$ cat src/rtl/exmem_reg.sv
// EX/MEM pipeline latch with data-cache request sequencing.
// Ports: CLK, nRST; en_in/flush_in advance control; dhit cache
//   completion; EX results (*_in) registered to *_out; dmemREN,
//   dmemWEN, dmemaddr, dmemstore cache request; mem_busy stall.
// Optional: EXMEM_FWD_EN adds fwd_valid, fwd_reg, fwd_data.
module exmem_reg (
    input  logic        CLK,
    input  logic        nRST,
    input  logic        en_in,
    input  logic        flush_in,
    input  logic        dhit,
    input  logic [31:0] pcplus4_in,
    input  logic [31:0] aluOutport_in,
    input  logic [31:0] storedata_in,
    input  logic [4:0]  rt_in,
    input  logic [4:0]  rd_in,
    input  logic        MemToReg_in,
    input  logic        JType_in,
    input  logic        RegDst_in,
    input  logic        regWEN_in,
    input  logic        PcSrc_in,
    input  logic        JReg_in,
    input  logic        MemRead_in,
    input  logic        MemWrite_in,
    input  logic        halt_in,
    output logic [31:0] pcplus4_out,
    output logic [31:0] aluOutport_out,
    output logic [31:0] storedata_out,
    output logic [4:0]  rt_out,
    output logic [4:0]  rd_out,
    output logic        MemToReg_out,
    output logic        JType_out,
    output logic        RegDst_out,
    output logic        regWEN_out,
    output logic        PcSrc_out,
    output logic        JReg_out,
    output logic        MemRead_out,
    output logic        MemWrite_out,
    output logic        halt_out,
    output logic        dmemREN,
    output logic        dmemWEN,
    output logic [31:0] dmemaddr,
    output logic [31:0] dmemstore,
    output logic        mem_busy
`ifdef EXMEM_FWD_EN
    ,
    output logic        fwd_valid,
    output logic [4:0]  fwd_reg,
    output logic [31:0] fwd_data
`endif
);

    typedef struct packed {
        logic [31:0] pcplus4;
        logic [31:0] alu_out;
        logic [31:0] store_data;
        logic [4:0]  rt;
        logic [4:0]  rd;
        logic        mem_to_reg;
        logic        jtype;
        logic        reg_dst;
        logic        reg_wen;
        logic        pc_src;
        logic        jreg;
        logic        mem_read;
        logic        mem_write;
        logic        halt;
    } exmem_t;

    typedef enum logic [1:0] {
        IDLE = 2'd0,
        REQ  = 2'd1,
        DONE = 2'd2
    } mem_state_t;

    exmem_t     ex_q;
    exmem_t     ex_d;
    mem_state_t state_q;
    mem_state_t state_d;
    logic       advance;
    logic       in_req;

    assign in_req   = (state_q == REQ);
    assign mem_busy = in_req & ~dhit;
    assign advance  = en_in & ~mem_busy & ~ex_q.halt;

    always_comb begin
        ex_d    = ex_q;
        state_d = state_q;
        if (advance) begin
            ex_d.pcplus4    = pcplus4_in;
            ex_d.alu_out    = aluOutport_in;
            ex_d.store_data = storedata_in;
            ex_d.rt         = rt_in;
            ex_d.rd         = rd_in;
            ex_d.mem_to_reg = MemToReg_in & ~flush_in;
            ex_d.jtype      = JType_in & ~flush_in;
            ex_d.reg_dst    = RegDst_in & ~flush_in;
            ex_d.reg_wen    = regWEN_in & ~flush_in;
            ex_d.pc_src     = PcSrc_in & ~flush_in;
            ex_d.jreg       = JReg_in & ~flush_in;
            ex_d.mem_read   = MemRead_in & ~flush_in;
            ex_d.mem_write  = MemWrite_in & ~flush_in;
            ex_d.halt       = halt_in & ~flush_in;
            if (~flush_in && (MemRead_in || MemWrite_in)) begin
                state_d = REQ;
            end else begin
                state_d = IDLE;
            end
        end else if (in_req && dhit && !ex_q.halt) begin
            // DONE blocks a second request for the same instruction
            state_d = DONE;
        end
    end

    always_ff @(posedge CLK or negedge nRST) begin
        if (!nRST) begin
            ex_q    <= '0;
            state_q <= IDLE;
        end else begin
            ex_q    <= ex_d;
            state_q <= state_d;
        end
    end

    assign pcplus4_out    = ex_q.pcplus4;
    assign aluOutport_out = ex_q.alu_out;
    assign storedata_out  = ex_q.store_data;
    assign rt_out         = ex_q.rt;
    assign rd_out         = ex_q.rd;
    assign MemToReg_out   = ex_q.mem_to_reg;
    assign JType_out      = ex_q.jtype;
    assign RegDst_out     = ex_q.reg_dst;
    assign regWEN_out     = ex_q.reg_wen;
    assign PcSrc_out      = ex_q.pc_src;
    assign JReg_out       = ex_q.jreg;
    assign MemRead_out    = ex_q.mem_read;
    assign MemWrite_out   = ex_q.mem_write;
    assign halt_out       = ex_q.halt;

    assign dmemREN   = in_req & ex_q.mem_read;
    assign dmemWEN   = in_req & ex_q.mem_write;
    assign dmemaddr  = ex_q.alu_out;
    assign dmemstore = ex_q.store_data;

`ifdef EXMEM_FWD_EN
    always_comb begin
        fwd_reg = ex_q.reg_dst ? ex_q.rd : ex_q.rt;
        if (ex_q.jtype) begin
            fwd_reg = 5'd31;
        end
    end

    assign fwd_valid = ex_q.reg_wen & ~ex_q.mem_to_reg & (fwd_reg != 5'd0);
    assign fwd_data  = ex_q.jtype ? ex_q.pcplus4 : ex_q.alu_out;
`endif

endmodule

$ cat config.mk
export PLATFORM = sky130hd
export DESIGN_NAME = exmem_reg
export DESIGN_NICKNAME = d
export VERILOG_FILES = /design/src/rtl/exmem_reg.sv
export SDC_FILE = /design/constraint.sdc
export NUM_CORES = 1
export LEC_CHECK = 0
export CORE_ASPECT_RATIO = 1.1
export CORE_MARGIN = 4
export CORE_UTILIZATION = 38
export CTS_CLUSTER_DIAMETER = 200
export DETAILED_ROUTE_END_ITERATION = 12
export PLACE_DENSITY = 0.81
export SYNTH_ARGS = -nofsm -noshare
export SYNTH_HDL_FRONTEND = slang
export SYNTH_SLANG_ARGS = --single-unit
$ cat constraint.sdc
create_clock -name CLK -period 2.2 [get_ports CLK]
set_input_delay 0.44 -clock CLK [delete_from_list [all_inputs] [get_ports CLK]]
set_output_delay 0.44 -clock CLK [all_outputs]
set_load 0.05 [all_outputs]
==> results.json <==
{
  "outcome": "finished, final reports clean",
  "worstPathArrival_ps": 1650,
  "cts-root-buf": "clkbuf_16",
  "final_cells": 765,
  "critical_path_class": "register to primary output",
  "drt_iter0_markers": 145,
  "final_common_cell": "clkdlybuf4s50_1",
  "ant_nets": 0,
  "die_w_um": 118,
  "max_slew_margin_pct": 63.4,
  "fmax_mhz": 479,
  "place_congestion": 0.786,
  "rr_startpoint": "state_q[0]$_DFFE_PN0P_",
  "cap_violations": 0,
  "syn_nets": 449,
  "finalClockSkew_ps": 9.19,
  "nets": 711,
  "insertion_delay_ps": 410,
  "vias_per_cell": 4.58,
  "hold_slack_ps": 488,
  "n_antenna_cell": 0,
  "crit_slowest_cell": "clkdlybuf4s50_1",
  "setup_viol": 0,
  "die_h_um": 129,
  "layout_min_cycle_time_ps": 2090,
  "drv_slew": 0,
  "antenna_found_initial": 0,
  "worstPathRequired_ps": 1760,
  "vias": 3501,
  "cts_buffers": 17,
  "cp_num_buf_inv": 1,
  "final_cell_mix": "clkdlybuf4s50_1, dfrtp_1, mux2_2, mux2_4, buf_4",
  "yosysWarnings": 0,
  "yosysSeqAreaShare_pct": 57.4,
  "place_inst": 732,
  "dpl_cell_area_sq_mm": 0.00791,
  "rows": 44,
  "fillerInstances": 981,
  "wl_met1_um": 4950,
  "postRouteWirelength_um": 14100,
  "critPathLaunchType": "register",
  "postLayoutCellArea_sq_mm": 0.00854,
  "clock_path_buffers": 2,
  "area_growth_pct": 67.6,
  "hpwl_um": 11100,
  "start_util_pct": 38.7,
  "crit_family": "buffers and inverters",
  "maxUsedRoutingLayer": "met4",
  "r2r_slack_ps": 420,
  "h-tree-depth": 4,
  "dr_wl_met2_um": 7890,
  "cts.sinks": 117,
  "r2r_cells": 4,
  "die_area_sq_mm": 0.0153,
  "cts_tree": "yes",
  "core_sq_mm": 0.0132,
  "critPathMaxStageDelay_ps": 850,
  "synth.distinct_cells": 17,
  "drc": 0,
  "syn_area_per_cell_sq_um": 15.5,
  "rsz0062_at_grt": "no",
  "hold_path_class": "input port to asynchronous set/reset pin",
  "synth_cells": 329,
  "path_cells": "clkdlybuf4s50_1",
  "clk_pin_slew_ps": 60,
  "ios": 302,
  "synth_area_sq_mm": 0.00510,
  "r2r-end": "aluOutport_out[31]$_DFFE_PN0P_",
  "grt.overflow.total": 0,
  "hold_viol_final": 0,
  "period_share_pct": 94.9,
  "ys_seq_elements": 117,
  "dr.pass1.iters": 4,
  "grt_pass1_vias": 3890,
  "route.met3.wl_um": 1020,
  "crit_path_end_kind": "primary output",
  "wire_per_inst_um": 18.5,
  "grt_max_degree": 63,
  "drive_gt1_share_pct": 28.0,
  "crit_fanout": 3,
  "grtUsageTotal_pct": 18.6,
  "fin_util_pct": 64.9,
  "numPortBuffers": 301,
  "grt_first_pass_wirelength_um": 21800,
  "worstMarginPinSlew_ps": 547
}
[layout make-up]
cell class / count / area, sq um / area share [%]
Timing Repair Buffer: 320 / 3200 / 37.5
Multi-Input combinational cell: 133 / 1590 / 18.6
Sequential cell: 117 / 2930 / 34.3
Inverter: 2 / 7.51 / 0.0879
Clock inverter: 8 / 120 / 1.41
Clock buffer: 24 / 502 / 5.87
Tap cell: 161 / 201 / 2.36
[worst max-delay path by stage]
stage                                               from                             end  slack (ps)  cells after the start
after global placement                              dhit       dmemstore[12]$_DFFE_PN0P_          40                      5
after detailed placement                            dhit  aluOutport_out[31]$_DFFE_PN0P_         -10                      5
final                     aluOutport_out[14]$_DFFE_PN0P_                    dmemaddr[14]         110                      1
after CTS                           halt_out$_DFFE_PN0P_                        halt_out           4                      1
after global routing      aluOutport_out[14]$_DFFE_PN0P_                    dmemaddr[14]          40                      1
after floorplan                   state_q[1]$_DFFE_PN0P_   aluOutport_out[0]$_DFFE_PN0P_         310                      6
[layer usage]
metal  up-vias  GRT usage, %
met3        20          6.72
met5         -             0
li1       1583             -
met4         0          7.98
met2       161          33.6
met1      1737          19.6
[registers in the layout (all words and copies together) (netlist names), 2 cells and up]
name	cells
aluOutport_out	32
dmemstore	32
pcplus4_out	32
rd_out	5
rt_out	5
state_q	2
[cells in the mapped netlist (all sizes together)]
master,n,area share [%]
inv,2,0.15
mux2,114,28
and3b,2,0.34
a31oi,1,0.12
buf,77,11
a31o,1,0.17
mux2i,1,0.20
dfrtp,117,57
nor3b,2,0.61
nand2b,1,0.12
nor2b,8,0.98
o21ai,2,0.20
a21oi,1,0.098
[per-stage QoR]
stage | TNS [ps] | setup WS [ps]
2_1_floorplan | 0 | 306
4_1_cts | 0 | 4.31
5_1_grt | 0 | 43.1
3_3_place_gp | 0 | 39.7
6_report | 0 | 112
3_5_place_dp | -13.5 | -13.2
[cell families after synthesis]
family | Yosys count | synth area share, %
flip-flops | 117 | 57.4
multiplexers | 115 | 28.3
buffers and inverters | 79 | 11.6
AND/OR/NAND/NOR | 13 | 2.06
AO/OA/AOI/OAI | 5 | 0.589
[what timing repair did]
| item | in CTS | in global routing |
|---|---|---|
| hold buffers | 1 | 0 |
| resized for setup | 0 | 1 |
| buffers inserted | 0 | 0 |
| endpoints found under the hold margin | 22 | 0 |
| setup endpoints to repair | 0 | 1 |
Power is left out: the tool's default activity adds up to more than one toggle a clock period on the data nets, which glitch-free logic cannot reach.
